<file path="src/rtl/vga_timing_ctrl_if.sv">
// Pixel-side bundle of the VGA raster sequencer: colour source in, raster position,
// sync and gated colour pins out.
interface vga_timing_ctrl_if;
  logic [3:0] red_in;
  logic [3:0] green_in;
  logic [3:0] blue_in;
  logic       pix_tick;
  logic [9:0] x;
  logic [9:0] y;
  logic       pix_req;
  logic       frame_start;
  logic       hsync;
  logic       vsync;
  logic [3:0] red;
  logic [3:0] green;
  logic [3:0] blue;

  modport master (
    input  red_in, green_in, blue_in,
    output pix_tick, x, y, pix_req, frame_start, hsync, vsync, red, green, blue
  );

  modport slave (
    output red_in, green_in, blue_in,
    input  pix_tick, x, y, pix_req, frame_start, hsync, vsync, red, green, blue
  );
endinterface

</file>
<file path="src/rtl/vga_timing_ctrl.sv">
// VGA raster sequencer: pixel-clock divider, h/v counters, registered sync and
// colour outputs that lag the presented x/y by one pixel period.
module vga_timing_ctrl #(
  parameter int CLK_DIV  = 4,
  parameter int H_ACTIVE = 640,
  parameter int H_FP     = 16,
  parameter int H_SYNC   = 96,
  parameter int H_BP     = 48,
  parameter int V_ACTIVE = 480,
  parameter int V_FP     = 10,
  parameter int V_SYNC   = 2,
  parameter int V_BP     = 33,
  parameter bit SYNC_POL = 1'b0
) (
  input  logic              clock,
  input  logic              res,
  vga_timing_ctrl_if.master vif
);

  localparam int H_TOTAL = H_ACTIVE + H_FP + H_SYNC + H_BP;
  localparam int V_TOTAL = V_ACTIVE + V_FP + V_SYNC + V_BP;
  localparam int DIV_W   = (CLK_DIV > 1) ? $clog2(CLK_DIV) : 1;

  localparam logic [DIV_W-1:0] DIV_MAX = DIV_W'(CLK_DIV - 1);
  localparam logic [9:0]       H_LAST  = 10'(H_TOTAL - 1);
  localparam logic [9:0]       V_LAST  = 10'(V_TOTAL - 1);

  // Region bounds are 11 bits so an end bound equal to 1024 still compares correctly.
  localparam logic [10:0] H_ACT  = 11'(H_ACTIVE);
  localparam logic [10:0] HS_BEG = 11'(H_ACTIVE + H_FP);
  localparam logic [10:0] HS_END = 11'(H_ACTIVE + H_FP + H_SYNC);
  localparam logic [10:0] V_ACT  = 11'(V_ACTIVE);
  localparam logic [10:0] VS_BEG = 11'(V_ACTIVE + V_FP);
  localparam logic [10:0] VS_END = 11'(V_ACTIVE + V_FP + V_SYNC);

  localparam logic SYNC_IDLE = ~SYNC_POL;

  logic [DIV_W-1:0] div_q, div_d;
  logic [9:0]       h_cnt_q, h_cnt_d;
  logic [9:0]       v_cnt_q, v_cnt_d;
  logic             hsync_q, hsync_d;
  logic             vsync_q, vsync_d;
  logic [3:0]       red_q, red_d;
  logic [3:0]       green_q, green_d;
  logic [3:0]       blue_q, blue_d;

  logic pix_tick;
  logic active;
  logic hs_region;
  logic vs_region;
  logic h_wrap;
  logic v_wrap;

  assign pix_tick  = (div_q == DIV_MAX);
  assign h_wrap    = (h_cnt_q == H_LAST);
  assign v_wrap    = (v_cnt_q == V_LAST);
  assign active    = ({1'b0, h_cnt_q} < H_ACT) && ({1'b0, v_cnt_q} < V_ACT);
  assign hs_region = ({1'b0, h_cnt_q} >= HS_BEG) && ({1'b0, h_cnt_q} < HS_END);
  assign vs_region = ({1'b0, v_cnt_q} >= VS_BEG) && ({1'b0, v_cnt_q} < VS_END);

  always_comb begin
    div_d   = div_q;
    h_cnt_d = h_cnt_q;
    v_cnt_d = v_cnt_q;
    hsync_d = hsync_q;
    vsync_d = vsync_q;
    red_d   = red_q;
    green_d = green_q;
    blue_d  = blue_q;

    if (pix_tick) begin
      div_d = '0;
      if (h_wrap) begin
        h_cnt_d = '0;
        v_cnt_d = v_wrap ? 10'd0 : v_cnt_q + 10'd1;
      end else begin
        h_cnt_d = h_cnt_q + 10'd1;
      end
      // Output stage samples the pixel being retired, so sync and colour stay aligned.
      hsync_d = hs_region ? SYNC_POL : SYNC_IDLE;
      vsync_d = vs_region ? SYNC_POL : SYNC_IDLE;
      red_d   = active ? vif.red_in   : 4'h0;
      green_d = active ? vif.green_in : 4'h0;
      blue_d  = active ? vif.blue_in  : 4'h0;
    end else begin
      div_d = div_q + DIV_W'(1);
    end
  end

  always_ff @(posedge clock or negedge res) begin
    if (!res) begin
      div_q   <= '0;
      h_cnt_q <= '0;
      v_cnt_q <= '0;
      hsync_q <= SYNC_IDLE;
      vsync_q <= SYNC_IDLE;
      red_q   <= '0;
      green_q <= '0;
      blue_q  <= '0;
    end else begin
      div_q   <= div_d;
      h_cnt_q <= h_cnt_d;
      v_cnt_q <= v_cnt_d;
      hsync_q <= hsync_d;
      vsync_q <= vsync_d;
      red_q   <= red_d;
      green_q <= green_d;
      blue_q  <= blue_d;
    end
  end

  assign vif.pix_tick    = pix_tick;
  assign vif.x           = h_cnt_q;
  assign vif.y           = v_cnt_q;
  assign vif.pix_req     = active;
  assign vif.frame_start = pix_tick && h_wrap && v_wrap;
  assign vif.hsync       = hsync_q;
  assign vif.vsync       = vsync_q;
  assign vif.red         = red_q;
  assign vif.green       = green_q;
  assign vif.blue        = blue_q;

endmodule

</file>
<file path="src/flat_wrapper.sv">
// flat-port wrapper written by rule: the top's interface ports become plain ports
module vga_timing_ctrl_flat 
#(
  parameter int CLK_DIV  = 4,
  parameter int H_ACTIVE = 640,
  parameter int H_FP     = 16,
  parameter int H_SYNC   = 96,
  parameter int H_BP     = 48,
  parameter int V_ACTIVE = 480,
  parameter int V_FP     = 10,
  parameter int V_SYNC   = 2,
  parameter int V_BP     = 33,
  parameter bit SYNC_POL = 1'b0
)
  (clock, res, vif_red_in, vif_green_in, vif_blue_in, vif_pix_tick, vif_x, vif_y, vif_pix_req, vif_frame_start, vif_hsync, vif_vsync, vif_red, vif_green, vif_blue);
  vga_timing_ctrl_if vif_i ();
  input  logic clock;
  input  logic res;
  input wire logic [$bits(vif_i.red_in)-1:0] vif_red_in;
  input wire logic [$bits(vif_i.green_in)-1:0] vif_green_in;
  input wire logic [$bits(vif_i.blue_in)-1:0] vif_blue_in;
  output wire logic [$bits(vif_i.pix_tick)-1:0] vif_pix_tick;
  output wire logic [$bits(vif_i.x)-1:0] vif_x;
  output wire logic [$bits(vif_i.y)-1:0] vif_y;
  output wire logic [$bits(vif_i.pix_req)-1:0] vif_pix_req;
  output wire logic [$bits(vif_i.frame_start)-1:0] vif_frame_start;
  output wire logic [$bits(vif_i.hsync)-1:0] vif_hsync;
  output wire logic [$bits(vif_i.vsync)-1:0] vif_vsync;
  output wire logic [$bits(vif_i.red)-1:0] vif_red;
  output wire logic [$bits(vif_i.green)-1:0] vif_green;
  output wire logic [$bits(vif_i.blue)-1:0] vif_blue;
  assign vif_i.red_in = vif_red_in;
  assign vif_i.green_in = vif_green_in;
  assign vif_i.blue_in = vif_blue_in;
  assign vif_pix_tick = vif_i.pix_tick;
  assign vif_x = vif_i.x;
  assign vif_y = vif_i.y;
  assign vif_pix_req = vif_i.pix_req;
  assign vif_frame_start = vif_i.frame_start;
  assign vif_hsync = vif_i.hsync;
  assign vif_vsync = vif_i.vsync;
  assign vif_red = vif_i.red;
  assign vif_green = vif_i.green;
  assign vif_blue = vif_i.blue;
  vga_timing_ctrl #(.CLK_DIV(CLK_DIV), .H_ACTIVE(H_ACTIVE), .H_FP(H_FP), .H_SYNC(H_SYNC), .H_BP(H_BP), .V_ACTIVE(V_ACTIVE), .V_FP(V_FP), .V_SYNC(V_SYNC), .V_BP(V_BP), .SYNC_POL(SYNC_POL)) u_core (.clock(clock), .res(res), .vif(vif_i));
endmodule
</file>
<file path="config.mk">
export PLATFORM = sky130hd
export DESIGN_NAME = vga_timing_ctrl_flat
export DESIGN_NICKNAME = d
export VERILOG_FILES = /design/src/rtl/vga_timing_ctrl_if.sv /design/src/rtl/vga_timing_ctrl.sv /design/src/flat_wrapper.sv
export SDC_FILE = /design/constraint.sdc
export NUM_CORES = 1
export LEC_CHECK = 0
export CAP_MARGIN = 0
export CORE_MARGIN = 2
export CORE_UTILIZATION = 50
export CTS_CLUSTER_DIAMETER = 30
export DETAILED_ROUTE_END_ITERATION = 10
export GPL_TIMING_DRIVEN = 0
export MAX_ROUTING_LAYER = met4
export PLACE_DENSITY = 0.95
export SYNTH_ARGS = -nofsm -noshare
export SYNTH_HDL_FRONTEND = slang
export SYNTH_SLANG_ARGS = --single-unit
</file>
<file path="constraint.sdc">
create_clock -name clock -period 4.4 [get_ports clock]
set_input_delay 1.32 -clock clock [delete_from_list [all_inputs] [get_ports clock]]
set_output_delay 1.32 -clock clock [all_outputs]
set_load 0.02 [all_outputs]
</file>
==> impl_metrics.csv, run 1 <==
group,metric,value,unit
timing,setup_tns,0,ns
timing,rsz0062_at_grt,"false",
placement,port_buffers,50,
floorplan,die_h,62.7,um
drt,vias,1517,
cells_and_area,drive_gt1_frac,0.0681,
timing,setup_viol,0,
setup_path,critPathLaunchType,"register",
synth,synth_top_area_frac,0.494,
timing,fmax,261,MHz
drt,routed_via_density,5.40,
job,maxCapViolCount,0,
floorplan,start_util,0.520,
outcome,status,"finished, final reports clean",
clock_tree,cts_inserted_buffers,5,
drt,wire_per_inst,13.9,um
global_route,grt_pass1_vias,1464,
setup_path,reg2reg_setup_slack,2.57,ns
clock_tree,clk_latency,0.34,ns
placement,place_ws,0.957,ns
setup_path,slowest_stage,"clkdlybuf4s50_1",
drt,drtIter0Drc,38,
clock_tree,cts_sinks,36,
placement,globalplace.congestion,0.895,
floorplan,core,0.00331,mm2
drt,ant_nets,0,
clock_tree,clkTransAtPathRegs,0.10,ns
setup_path,cp.required,3.08,ns
setup_path,endpoint_kind,"output port",
cells_and_area,area_growth,35.5,%
setup_path,critPathArrivalTime,2.51,ns
timing,hold_viol_final,0,
clock_tree,htreeDepth,2,
worst_hold_path,hp-class,"reg -> reg",
pwr,vdd_ir_drop_max,0.137,mV
timing,final_max_slew_viol_count,0,
floorplan,dieWidth,62.7,um
synth,synth_seq_cells,36,
drt,route.detailed.drc,0,
cells_and_area,fillers,271,
global_route,grt_overflow,0,
synth,synth_nets,196,
clock_tree,tritoncts,"done",
clock_tree,hold_buffers,0,
synth,synth_area_leaders,"dfrtp_1 (49%), nand2_1 (4.8%), o22ai_1 (4.4%), inv_1 (3.7%), ha_1 (3.6%)",
synth,synthCells,177,
pwr,power,0.565,mW
floorplan,num_rows,21,
setup_path,cp-endpoint,"vif_frame_start",
setup_path,reg2reg_to,"u_core.vif.y[5]",
synth,ys_types,34,
setup_path,max_stage_delay,0.61,ns
synth,synth_area,0.00172,mm2
floorplan,boundaryPins,51,
pwr,leakage,0.999,nW
setup_path,reg2reg_from,"u_core.div_q[0]",
timing,skew,0.00809,ns
timing,setup_ws,0.575,ns
timing,slew_headroom,0.487,
setup_path,r2r_cells,6,
synth,ys_seq_area_frac,0.524,
setup_path,worstPathCellList,"ha_1 > buf_2 > nand4_2 > nand3b_1 > nor2_1 > clkdlybuf4s50_1",
clock_tree,cts_resized,0,
cells_and_area,nets,253,
drt,wl,3.92,mm
global_route,grt_usage,0.226,
global_route,grt_antenna_before_repair,0,
worst_hold_path,whs_path_depth,1,
cells_and_area,antennaDiodeCount,0,
clock_tree,cts-root-buf,"clkbuf_4",
setup_path,crit_fanout,10,
global_route,grt_pass1_wl,6.75,mm
timing,fin_crit,3.83,ns
pwr,power_density,242,mW/mm2
setup_path,crit_type,"reg -> out",
setup_path,worstSetupStartpoint,"u_core.div_q[0]",
placement,dpl.hpwl,2.81,mm
clock_tree,clockBufferDepth,2,
floorplan,die_area,0.00393,mm2
synth,yosys_warnings,0,
timing,finalCritPeriodShare,0.869,
synth,yosysTopAreaCell,"dfrtp_1",
synth,syn_avg_cell_area,9.73,um2
global_route,grt_start_max_net_pins,37,
timing,worst_pin_slew,0.769,ns
cells_and_area,utilization,0.705,
clock_tree,cts_setup_buffers,0,
drt,first_pass_iters,5,
[cells in the mapped netlist]
cell type / instances
a21oi_1: 3
a22o_1: 1
a31oi_1: 4
and2_1: 2
and3_1: 4
and3b_1: 1
and4_1: 2
and4b_1: 1
and4bb_2: 1
buf_2: 2
buf_4: 1
buf_6: 1
clkbuf_1: 4
dfrtp_1: 34
dfstp_2: 2
ha_1: 5
inv_1: 17
mux2i_1: 3
nand2_1: 22
nand3_1: 10
nand3b_1: 2
nand4_1: 6
nand4_2: 1
nand4b_1: 1
nor2_1: 11
nor3_1: 3
o211ai_1: 1
o21ai_0: 9
o22ai_1: 12
o31ai_1: 1
o32a_1: 1
or2_2: 1
xnor2_1: 6
xor2_1: 2
[worst max-delay path: cells and delay by family, from the launching register on]
| family | cells | cell delay (ns) |
|---|---|---|
| AND/OR/NAND/NOR | 3 | 0.84 |
| buffers and inverters | 2 | 0.79 |
| flip-flops | 1 | 0.37 |
| adder cells (fa/ha/maj) | 1 | 0.17 |
[stage by stage]
step / hold WS (ns) / cell area, um2 / std cells
final: 0.455 / 2330 / 281
after global routing: 0.487 / 2330 / 281
after CTS: 0.457 / 2330 / 281
after detailed placement: 0.441 / 2280 / 273
after global placement: 0.422 / 2280 / 273
after floorplan: 0.403 / 1720 / 177
[flip-flops by register name, indices dropped and copies added, names as in the netlist]
| name | cells |
|---|---|
| u_core.vif.x | 10 |
| u_core.vif.red | 4 |
| u_core.vif.blue | 4 |
| u_core.vif.y | 10 |
| u_core.vif.green | 4 |
| u_core.vif.vsync | 1 |
| u_core.div_q | 2 |
| u_core.vif.hsync | 1 |
[routing by layer]
layer | track usage | vias up | wire length (um)
met5 | - | - | 0
met4 | 0.0778 | 0 | 60
met3 | 0.0721 | 7 | 235
met2 | 0.368 | 53 | 1890
met1 | 0.266 | 727 | 1740
li1 | - | 730 | -
[kinds of logic after synthesis]
| group | synth area share |
|---|---|
| AO/OA/AOI/OAI | 0.113 |
| XOR/XNOR | 0.0407 |
| adder cells (fa/ha/maj) | 0.0363 |
| buffers and inverters | 0.0625 |
| flip-flops | 0.524 |
| multiplexers | 0.0174 |
| AND/OR/NAND/NOR | 0.206 |
[worst min path at each step]
stage,startpoint,end
floorplan,u_core.div_q[0],u_core.div_q[0]
global placement,u_core.div_q[0],u_core.div_q[0]
detailed placement,u_core.div_q[0],u_core.div_q[0]
CTS,u_core.div_q[0],u_core.div_q[0]
global route,u_core.div_q[0],u_core.div_q[0]
finish,u_core.div_q[0],u_core.div_q[0]
[report_power, final]
part           internal (mW)  switching, mW
combinational         0.0220         0.0198
sequential             0.336        0.00284
clock                 0.0788          0.106
total                  0.437          0.128
[cell type report]
type,count,area (um2),area share
plain buffers,8,43.8,0.0188
inverters,17,63.8,0.0273
repair buffers,50,495,0.212
multi-input cells,116,712,0.305
flip-flops and latches,36,903,0.387
clock buffers,8,58.8,0.0252
well taps,46,57.6,0.0247
[placed cells by master (no fill, tap or decap), drive strengths merged, types with 3 or more instances in the layout]
master / synthesis / final
nor3: 3 / 3
clkdlybuf4s50: 0 / 49
o22ai: 12 / 12
inv: 17 / 17
ha: 5 / 5
nor2: 11 / 11
and3: 4 / 4
nand3: 10 / 10
nand4: 7 / 7
xnor2: 6 / 6
mux2i: 3 / 3
buf: 4 / 5
nand2: 22 / 22
a31oi: 4 / 4
dfrtp: 34 / 34
a21oi: 3 / 3
o21ai: 9 / 9
clkbuf: 4 / 12
Power figures use the tool's default switching activity.
==> inputs of run 2 (changes only) <==
- CAP_MARGIN: 0 -> default
- SETUP_SLACK_MARGIN: default -> 0.15
==> results of run 2 <==
Same layout as run 1: the final DEF is identical, and so are final timing and power.
==> inputs of run 3 (changes only) <==
- CORE_UTILIZATION: 50 -> 47
- CTS_CLUSTER_DIAMETER: 30 -> 200
- PLACE_DENSITY: 0.95 -> 0.9
- clock period: 4.4 -> 4.3 ns (I/O delays scaled with it)
==> impl_metrics.csv, run 3 (synthesized netlist as in run 1, its figures left out) <==
group,metric,value,unit
timing,setup_tns,0,ns
floorplan,die_h,64.5,um
timing,worst_pin_slew,0.778,ns
global_route,grt_antenna_before_repair,0,
setup_path,r2r_cells,6,
cells_and_area,drive_gt1_frac,0.0766,
worst_hold_path,hp-class,"reg -> reg",
timing,fmax,266,MHz
worst_hold_path,whs_path_depth,1,
cells_and_area,design_area,0.00240,mm2
floorplan,num_rows,21,
clock_tree,cts-root-buf,"clkbuf_4",
placement,place_ws,0.908,ns
clock_tree,clockBufferDepth,2,
clock_tree,cts_sinks,36,
global_route,grt_overflow,0,
job,maxCapViolCount,0,
setup_path,crit_type,"reg -> out",
setup_path,critPathArrivalTime,2.46,ns
drt,drtIter0Drc,54,
timing,whs,0.436,ns
cells_and_area,nets,253,
floorplan,core,0.00342,mm2
setup_path,endpoint_kind,"output port",
clock_tree,htreeDepth,2,
worst_hold_path,hold_start,"u_core.div_q[0]",
floorplan,die_area,0.00417,mm2
drt,ant_nets,0,
clock_tree,tritoncts,"done",
timing,setup_viol,0,
global_route,grt_start_max_net_pins,37,
drt,vias,1478,
placement,place_area,0.00228,mm2
pwr,vdd_ir_drop_max,0.234,mV
floorplan,dieWidth,64.5,um
cells_and_area,layout_common_cells,"clkdlybuf4s50_1 (49), dfrtp_1 (34), nand2_1 (22)",
placement,dpl.hpwl,2.71,mm
drt,first_pass_iters,4,
clock_tree,hold_buffers,0,
pwr,intPower,0.606,mW
clock_tree,clk_latency,0.34,ns
drt,wl,3.91,mm
cells_and_area,area_growth,39.5,%
pwr,power_density,310,mW/mm2
cells_and_area,antennaDiodeCount,0,
outcome,status,"finished, final reports clean",
floorplan,boundaryPins,51,
setup_path,cp.required,3.01,ns
timing,rsz0062_at_grt,"false",
setup_path,reg2reg_setup_slack,2.51,ns
pwr,p_comb_frac,0.057,
timing,skew,0.0109,ns
worst_hold_path,hold-path-endpoint,"u_core.div_q[0]",
timing,slew_headroom,0.481,
pwr,leakage,1.03,nW
clock_tree,clkTransAtPathRegs,0.10,ns
clock_tree,cts_setup_buffers,0,
pwr,pwr-share-seq,0.466,
timing,hold_viol_final,0,
cells_and_area,final_common_cell,"clkdlybuf4s50_1",
floorplan,start_util,0.504,
placement,port_buffers,50,
timing,fin_crit,3.75,ns
drt,routed_via_density,5.26,
setup_path,crit_fanout,10,
drt,wire_per_inst,13.9,um
timing,setup_ws,0.545,ns
clock_tree,cts_inserted_buffers,5,
pwr,pwr-share-clk,0.477,
clock_tree,cts_resized,0,
global_route,grt_usage,0.211,
pwr,p_switching,0.139,mW
global_route,grt_pass1_vias,1424,
drt,route.detailed.drc,0,
setup_path,critPathLaunchType,"register",
cells_and_area,fillers,271,
setup_path,reg2reg_from,"u_core.div_q[0]",
timing,final_max_slew_viol_count,0,
pwr,switching_share,0.186,
placement,globalplace.congestion,0.918,
global_route,grt_pass1_wl,6.69,mm
timing,finalCritPeriodShare,0.873,
setup_path,reg2reg_to,"u_core.vif.y[2]",
-- run 3: cell type report --
class	instances	area, um2	share of cell area
Buffer	8	43.8	0.0182
Clock buffer	5	37.5	0.0156
Clock inverter	3	90.1	0.0375
Inverter	17	63.8	0.0265
Multi-Input combinational cell	116	712	0.296
Sequential cell	36	903	0.376
Tap cell	46	57.6	0.0239
Timing Repair Buffer	50	495	0.206
-- run 3: worst max-delay path, cell delays in order (launching register included) --
cell	delay, ns
dfrtp_1	0.37
ha_1	0.16
buf_2	0.18
nand4_2	0.20
nand3b_1	0.42
nor2_1	0.19
clkdlybuf4s50_1	0.62
-- run 3: per-layer routing --
layer  vias up  global-route usage  share of wire
li1        728                   -              -
met1       694               0.269           0.46
met2        49               0.336           0.46
met3         7              0.0556          0.066
met4         0              0.0585          0.014
met5         -                   -              0
-- run 3: per-stage QoR --
step                      utilization  power, mW  cells
final                           0.704      0.745    281
after global routing            0.704      0.772    281
after global placement          0.668      0.396    273
after CTS                       0.704      0.752    281
after detailed placement        0.666      0.397    273
after floorplan                     -      0.366    177
-- run 3: power groups by stage --
stage / clock network [mW] / logic (mW) / registers, mW
2_1_floorplan: 0 / 0.00517 / 0.361
3_3_place_gp: 0 / 0.0431 / 0.353
3_5_place_dp: 0 / 0.0430 / 0.354
4_1_cts: 0.362 / 0.0433 / 0.347
5_1_grt: 0.378 / 0.0463 / 0.348
6_report: 0.355 / 0.0425 / 0.347
-- run 3: how the worst max path moves through the flow --
stage	startpoint	endpoint	slack (ns)	cells after the start
after global routing	u_core.div_q[0]	vif_frame_start	0.31	6
after floorplan	u_core.div_q[0]	vif_frame_start	1.37	5
after global placement	u_core.div_q[0]	vif_frame_start	0.91	6
after CTS	u_core.div_q[0]	vif_frame_start	0.51	6
after detailed placement	u_core.div_q[0]	vif_frame_start	0.91	6
final	u_core.div_q[0]	vif_frame_start	0.55	6
